--- config.mk ---
export PLATFORM = sky130hd
export DESIGN_NAME = debounce_edge_flat
export DESIGN_NICKNAME = d
export VERILOG_FILES = /design/src/rtl/debounce_edge_if.sv /design/src/rtl/debounce_edge.sv /design/src/flat_wrapper.sv
export SDC_FILE = /design/constraint.sdc
export NUM_CORES = 1
export LEC_CHECK = 0
export CORE_MARGIN = 5
export CORE_UTILIZATION = 40
export DETAILED_ROUTE_END_ITERATION = 12
export GPL_TIMING_DRIVEN = 0
export MAX_ROUTING_LAYER = met4
export PLACE_DENSITY = 0.64
export SLEW_MARGIN = 20
export SYNTH_ARGS = -nofsm -noshare
export SYNTH_HDL_FRONTEND = slang
export SYNTH_SLANG_ARGS = --single-unit
--- constraint.sdc ---
create_clock -name clk_i -period 4.55 [get_ports clk_i]
set_input_delay 1.365 -clock clk_i [delete_from_list [all_inputs] [get_ports clk_i]]
set_output_delay 1.365 -clock clk_i [all_outputs]
set_load 0.1 [all_outputs]
--- src/rtl/debounce_edge_if.sv ---
// rtl/debounce_edge_if.sv - button/event signal bundle for debounce_edge
// Purpose: groups the raw input and the conditioned outputs of debounce_edge.
// Signals:
//   btn_i    raw asynchronous input, active-high
//   level_o  debounced level
//   rise_o   one-cycle pulse on accepted 0->1
//   fall_o   one-cycle pulse on accepted 1->0
//   repeat_o one-cycle auto-repeat pulse while held
//   pulse_o  rise_o | repeat_o
// Modports: master drives btn_i, slave (the debouncer) drives the outputs.
interface debounce_edge_if;
    logic btn_i;
    logic level_o;
    logic rise_o;
    logic fall_o;
    logic repeat_o;
    logic pulse_o;

    modport master (
        output btn_i,
        input  level_o,
        input  rise_o,
        input  fall_o,
        input  repeat_o,
        input  pulse_o
    );

    modport slave (
        input  btn_i,
        output level_o,
        output rise_o,
        output fall_o,
        output repeat_o,
        output pulse_o
    );
endinterface

--- src/rtl/debounce_edge.sv ---
// rtl/debounce_edge.sv - synchronizer, debouncer, edge pulses and hold-to-repeat
// Purpose: turns a raw bouncy input into a debounced level, single-cycle
//          rise/fall pulses and auto-repeat pulses while held.
// Ports:
//   clk_i   clock
//   rst_ni  synchronous active-low reset
//   bus     debounce_edge_if.slave (btn_i in; level_o, rise_o, fall_o,
//           repeat_o, pulse_o out)
module debounce_edge #(
    parameter int SYNC_STAGES   = 2,
    parameter int STABLE_CYCLES = 1000,
    parameter int REPEAT_DELAY  = 50000,
    parameter int REPEAT_RATE   = 10000
) (
    input  logic            clk_i,
    input  logic            rst_ni,
    debounce_edge_if.slave  bus
);

    localparam int CW   = (STABLE_CYCLES > 1) ? $clog2(STABLE_CYCLES) : 1;
    localparam int RD_W = (REPEAT_DELAY > 1)  ? $clog2(REPEAT_DELAY)  : 1;
    localparam int RR_W = (REPEAT_RATE > 1)   ? $clog2(REPEAT_RATE)   : 1;
    localparam int RW   = (RD_W > RR_W) ? RD_W : RR_W;

    localparam logic [CW-1:0] CNT_LAST  = CW'(STABLE_CYCLES - 1);
    localparam logic [RW-1:0] DLY_LAST  = RW'((REPEAT_DELAY > 0) ? REPEAT_DELAY - 1 : 0);
    localparam logic [RW-1:0] RATE_LAST = RW'(REPEAT_RATE - 1);
    localparam bit            REPEAT_EN = (REPEAT_DELAY != 0);

    typedef enum logic [1:0] {
        ST_IDLE,
        ST_DELAY,
        ST_REPEAT
    } state_t;

    logic [SYNC_STAGES-1:0] sync_q;
    logic                   btn_s;
    logic [CW-1:0]          cnt;
    logic                   level_q;
    logic                   rise_q;
    logic                   fall_q;
    logic                   repeat_q;
    logic [RW-1:0]          rcnt;
    state_t                 state;

    logic accept;
    logic rise_evt;
    logic fall_evt;

    assign btn_s    = sync_q[SYNC_STAGES-1];
    // A level change is accepted on the edge where the disagreeing sample
    // has been seen STABLE_CYCLES times in a row.
    assign accept   = (btn_s != level_q) && (cnt == CNT_LAST);
    assign rise_evt = accept &&  btn_s;
    assign fall_evt = accept && !btn_s;

    always_ff @(posedge clk_i) begin
        if (!rst_ni) begin
            sync_q <= '0;
        end else begin
            sync_q <= {sync_q[SYNC_STAGES-2:0], bus.btn_i};
        end
    end

    always_ff @(posedge clk_i) begin
        if (!rst_ni) begin
            cnt     <= '0;
            level_q <= 1'b0;
            rise_q  <= 1'b0;
            fall_q  <= 1'b0;
        end else begin
            rise_q <= rise_evt;
            fall_q <= fall_evt;
            if (btn_s == level_q) begin
                cnt <= '0;
            end else if (cnt == CNT_LAST) begin
                level_q <= btn_s;
                cnt     <= '0;
            end else begin
                cnt <= cnt + 1'b1;
            end
        end
    end

    // Auto-repeat. A release forces IDLE and suppresses any repeat that
    // would have landed on the same edge.
    always_ff @(posedge clk_i) begin
        if (!rst_ni) begin
            state    <= ST_IDLE;
            rcnt     <= '0;
            repeat_q <= 1'b0;
        end else begin
            repeat_q <= 1'b0;
            if (fall_evt) begin
                state <= ST_IDLE;
                rcnt  <= '0;
            end else begin
                case (state)
                    ST_IDLE: begin
                        if (rise_evt && REPEAT_EN) begin
                            state <= ST_DELAY;
                            rcnt  <= '0;
                        end
                    end
                    ST_DELAY: begin
                        if (rcnt == DLY_LAST) begin
                            repeat_q <= 1'b1;
                            rcnt     <= '0;
                            state    <= ST_REPEAT;
                        end else begin
                            rcnt <= rcnt + 1'b1;
                        end
                    end
                    ST_REPEAT: begin
                        if (rcnt == RATE_LAST) begin
                            repeat_q <= 1'b1;
                            rcnt     <= '0;
                        end else begin
                            rcnt <= rcnt + 1'b1;
                        end
                    end
                    default: begin
                        state <= ST_IDLE;
                        rcnt  <= '0;
                    end
                endcase
            end
        end
    end

    assign bus.level_o  = level_q;
    assign bus.rise_o   = rise_q;
    assign bus.fall_o   = fall_q;
    assign bus.repeat_o = repeat_q;
    assign bus.pulse_o  = rise_q | repeat_q;

endmodule

--- src/flat_wrapper.sv ---
// flat-port wrapper written by rule: the top's interface ports become plain ports
module debounce_edge_flat 
#(
    parameter int SYNC_STAGES   = 2,
    parameter int STABLE_CYCLES = 1000,
    parameter int REPEAT_DELAY  = 50000,
    parameter int REPEAT_RATE   = 10000
)
  (clk_i, rst_ni, bus_btn_i, bus_level_o, bus_rise_o, bus_fall_o, bus_repeat_o, bus_pulse_o);
  debounce_edge_if bus_i ();
  input  logic clk_i;
  input  logic rst_ni;
  input wire logic [$bits(bus_i.btn_i)-1:0] bus_btn_i;
  output wire logic [$bits(bus_i.level_o)-1:0] bus_level_o;
  output wire logic [$bits(bus_i.rise_o)-1:0] bus_rise_o;
  output wire logic [$bits(bus_i.fall_o)-1:0] bus_fall_o;
  output wire logic [$bits(bus_i.repeat_o)-1:0] bus_repeat_o;
  output wire logic [$bits(bus_i.pulse_o)-1:0] bus_pulse_o;
  assign bus_i.btn_i = bus_btn_i;
  assign bus_level_o = bus_i.level_o;
  assign bus_rise_o = bus_i.rise_o;
  assign bus_fall_o = bus_i.fall_o;
  assign bus_repeat_o = bus_i.repeat_o;
  assign bus_pulse_o = bus_i.pulse_o;
  debounce_edge #(.SYNC_STAGES(SYNC_STAGES), .STABLE_CYCLES(STABLE_CYCLES), .REPEAT_DELAY(REPEAT_DELAY), .REPEAT_RATE(REPEAT_RATE)) u_core (.clk_i(clk_i), .rst_ni(rst_ni), .bus(bus_i));
endmodule
# Yosys cells after proc, flatten, opt, wreduce, memory -nomap -nowiden
# Cells that the tools add are included.
# totals
word_cells	42
reg_bits	34
# classes
bitwise	4
n_eq_ne	9
add_sub_neg	2
n_reduce_logical	9
muxes	10
# op_table
cell	count
16-bit two-way mux	3
16-bit one-hot mux with 3 select lines	1
16-bit by 1-bit adder with 16-bit output, second input constant	1
16-bit by 14-bit == test with 1-bit output, second input constant	1
16-bit == test, second input constant	1
10-bit by 1-bit adder with 10-bit output, second input constant	1
10-bit == test, second input constant	1
2-bit one-hot mux with 3 select lines	1
2-bit two-way mux	2
2-bit by 1-bit != test with 1-bit output, second input constant	2
1-bit logical AND	3
1-bit inverter	3
3-bit AND reduction	1
3-bit OR reduction	1
2-bit by 1-bit == test with 1-bit output, second input constant	1
2-bit == test, second input constant	1
2-bit zero test	1
1-bit two-way mux	2
1-bit one-hot mux with 2 select lines	1
2-bit AND reduction	1
2-bit OR reduction	1
1-bit == test	1
1-bit zero test	1
1-bit != test	1
1-bit bitwise OR	1

# Longest topological paths before layout
# depth
ltp_word	5
ltp_mapped	7
depth_no_buf	6

# Worst setup path before layout
# No wires, ideal clock.
# synth_path
kind	flip-flop to output port
startpoint	reg u_core.repeat_q (netlist: u_core.bus.repeat_o)
endpoint	out bus_pulse_o
arrival_time_ps	1504
stages_incl_launch_ff	2
n_path_buf	0
slack_ps	1681
cell_sequence	dfxtp_1 -> or2_2
# synth_between
elab_chain_cells	1
# synth_rtl
item	line_no	rtl
start: declaration	debounce_edge.sv:42	logic repeat_q;
start signal: assignment	debounce_edge.sv:91	repeat_q <= 1'b0;
start signal: assignment	debounce_edge.sv:93	repeat_q <= 1'b0;
start signal: assignment	debounce_edge.sv:107	repeat_q <= 1'b1;
1-bit bitwise OR	debounce_edge.sv:135	assign bus.pulse_o = rise_q | repeat_q;
end: declaration	flat_wrapper.sv:18	output wire logic [$bits(bus_i.pulse_o)-1:0] bus_pulse_o;
# No other way between the ends.

# Final worst setup path
# Ends and elaborated chain as after synthesis.

==> metrics.yaml <==
pwr:
  combPwrFrac_pct: 6.6
  power_switching_mw: 0.129
  power.density_nw_per_um2: 307
  p_leak_nw: 0.648
  p_total_mw: 0.567
  p_int_mw: 0.438
  p_clk_share_pct: 39.8
  p_sw_share_pct: 22.7
  irDropWorstVdd_mv: 0.168
  power_frac_seq_pct: 53.6
drt:
  route.detailed.drc: 0
  wirelength_mm: 2.88
  viasPerCell: 5.16
  initialDrtViolationCount: 52
  num_vias: 1258
  top_layer: "met4"
  ant_nets: 0
  first_pass_iters: 4
  wl_per_cell_um: 11.8
  wl_met1_mm: 1.43
  route.met3.wl_um: 148
  wl_met2_mm: 1.28
timing:
  setup_tns_ps: 0
  finalSetupViolCount: 0
  tightest_slew_ps: 966
  clock_skew_ps: 7.42
  slew_headroom_pct: 35.4
  max_freq_ghz: 0.313
  setup_ws_ps: 1360
  rsz0062_at_grt: "no"
  finalHoldViolations: 0
  fin_crit_ps: 3190
  min_period_over_period_pct: 70.2
  drv_slew: 0
synth:
  synthMuxAreaShare_pct: 0.617
  syn_inst: 179
  ys_top_cells_by_area: "dfxtp_1 (42%), xnor2_1 (7.6%), nor2_1 (6.3%)"
  synth_fp_nets: 187
  yosys.area.top_type_share_pct: 42.0
  yosys-top-cells-count: "dfxtp_1 (34), nor2_1 (27), xnor2_1 (14)"
  synth-xor-area-share_pct: 11.3
  synth_top_family_by_area: "simple AND/OR/NAND/NOR gates"
  synth-simple-area-share_pct: 32.3
  ys_ff_latch: 34
  synthArstFlopShare_pct: 0
  yosys_warnings: 0
  synth_edf_count: 0
  ys.flop_type: "dfxtp_1"
  syn_area_um2: 1620
  yosysTopAreaCell: "dfxtp_1"
  synth-compound-area-share_pct: 7.48
  synth_adder_area_share_pct: 3.86
  yosysMostFrequentCell: "dfxtp_1"
  synth.avg_cell_area_um2: 9.06
  synth_cell_types: 40
  ys_seq_area_share_pct: 42.0
setup_path:
  path_buf_inv: 1
  reg2reg_slack_ps: 2410
  critPathKind: "register to output pin"
  cp_max_fo: 2
  endpoint_kind: "output pin"
  cp-start-kind: "register"
  crit_arrival_ps: 1830
  cpMaxStageDelayCell: "clkdlybuf4s50_1"
  critPathRequiredTime_ps: 3180
  crit_family: "buffers and inverters"
  crit_chain: "or2_2, clkdlybuf4s50_1"
  critPathMaxStageDelay_ps: 960
floorplan:
  rows: 23
  coreArea_um2: 3970
  io_pins: 8
  die_h_um: 73.7
  initial_utilization_pct: 40.8
  die-area_um2: 5430
  die_w_um: 73.7
cells_and_area:
  fin_nets: 201
  diodes: 0
  fin_area_um2: 1850
  fin_cells: 244
  multiInputGateArea_um2: 902
  nFillCells: 402
  drive_gt1_share_pct: 8.76
  area_delta_synth_final_pct: 13.8
  regArea_um2: 681
clock_network:
  cts_hold_buf: 0
  cts_root_buf: "clkbuf_8"
  cts_sinks: 34
  insertion_delay_ps: 280
  cts_tree: "yes"
  cts_buffers: 5
  clk_pin_slew_worst_paths_ps: 70
  h-tree-depth: 2
  cts_setup_buffers: 0
  clock_path_buffers: 2
  post_cts_resized: 0
outcome:
  status: "finished clean"
placement:
  dp_hpwl_mm: 2.07
  portBuffers: 7
  dp.cells: 236
  place_ws_ps: 1650
  placed_cell_area_um2: 1750
  gp_congestion: 0.786
global_route:
  antenna_found_initial: 0
  track_usage_pct: 13.3
  overflow: 0
  grt_max_degree: 11
  grt_pass1_vias: 1214
  grt_pass1_wl_mm: 5.35
job:
  maxCapViolations: 0
hold_path:
  hp-class: "register to register"
[final timing paths]
check	start	end	depth (start not counted)
worst max register to register	u_core.cnt[0]$_SDFF_PP0_	u_core.rcnt[0]$_SDFFE_PP0P_	7
worst min-delay path	u_core.sync_q[0]$_SDFF_PN0_	u_core.sync_q[1]$_SDFF_PN0_	1
worst max-delay path	u_core.bus.repeat_o$_SDFF_PP0_	bus_pulse_o	2
worst min register to register	u_core.sync_q[0]$_SDFF_PN0_	u_core.sync_q[1]$_SDFF_PN0_	1
[power groups by stage]
stage | logic (mW) | registers [mW] | clock network [mW]
after floorplan | 0.0284 | 0.310 | 0
after global placement | 0.0379 | 0.310 | 0
after detailed placement | 0.0380 | 0.310 | 0
after CTS | 0.0384 | 0.304 | 0.239
after global routing | 0.0426 | 0.304 | 0.253
final | 0.0375 | 0.304 | 0.226
[per-stage QoR]
stage | utilization [%] | hold slack (ps)
3_3_place_gp | 44.2 | 444
4_1_cts | 46.5 | 463
3_5_place_dp | 44.2 | 434
5_1_grt | 46.5 | 478
2_1_floorplan | - | 412
6_report | 46.5 | 459
[kinds of logic after synthesis]
| family | count (synthesis) |
|---|---|
| flip-flops | 34 |
| AO/OA/AOI/OAI | 15 |
| adder cells (fa/ha/maj) | 5 |
| AND/OR/NAND/NOR | 95 |
| XOR/XNOR | 21 |
| buffers and inverters | 8 |
| multiplexers | 1 |
[cells in the final DEF (no fill, tap or decap), types with 2 or more instances in the layout]
| master | n |
|---|---|
| inv_1 | 3 |
| dfxtp_1 | 34 |
| clkbuf_8 | 6 |
| nand2_1 | 11 |
| and2_1 | 2 |
| clkbuf_1 | 3 |
| nor3_1 | 8 |
| xnor2_1 | 14 |
| nor4b_1 | 2 |
| clkdlybuf4s50_1 | 7 |
| or2_2 | 2 |
| nor4_1 | 3 |
| nor2_1 | 27 |
| and4_1 | 3 |
| or3_1 | 2 |
| nor2b_1 | 3 |
| ha_1 | 5 |
| nand4_1 | 7 |
| o21ai_0 | 3 |
| xor2_1 | 7 |
| and3_1 | 9 |
| nor4bb_1 | 3 |
| a21oi_1 | 4 |
| nand3_1 | 7 |
[state kept, by name (all words and copies together) (netlist names)]
name                 flops
u_core.sync_q            2
u_core.cnt              10
u_core.state             2
u_core.bus.rise_o        1
u_core.rcnt             16
u_core.bus.level_o       1
u_core.bus.fall_o        1
u_core.bus.repeat_o      1
[metal layers]
metal / vias to the layer above / track usage [%]
met5: - / -
met4: 0 / 5.03
met3: 2 / 6.43
met2: 20 / 18.9
met1: 577 / 16.2
li1: 659 / -
[cell type report]
class                   count  area share [%]
plain buffers               5            1.49
clock buffers               7            4.68
clock inverters             1           0.271
inverters                   3           0.610
multi-input cells         137            48.9
flip-flops and latches     34            36.9
well taps                  50            3.39
repair buffers              7            3.80
[worst reg2reg max path, stage by stage, from the launching register on]
cell      delay, ps
dfxtp_1         370
ha_1            210
nand4b_1        210
nor3_1          450
a21bo_2         260
a31o_2          200
buf_2           250
nor2_1           70
No activity file was read; power rests on OpenSTA's default activity.
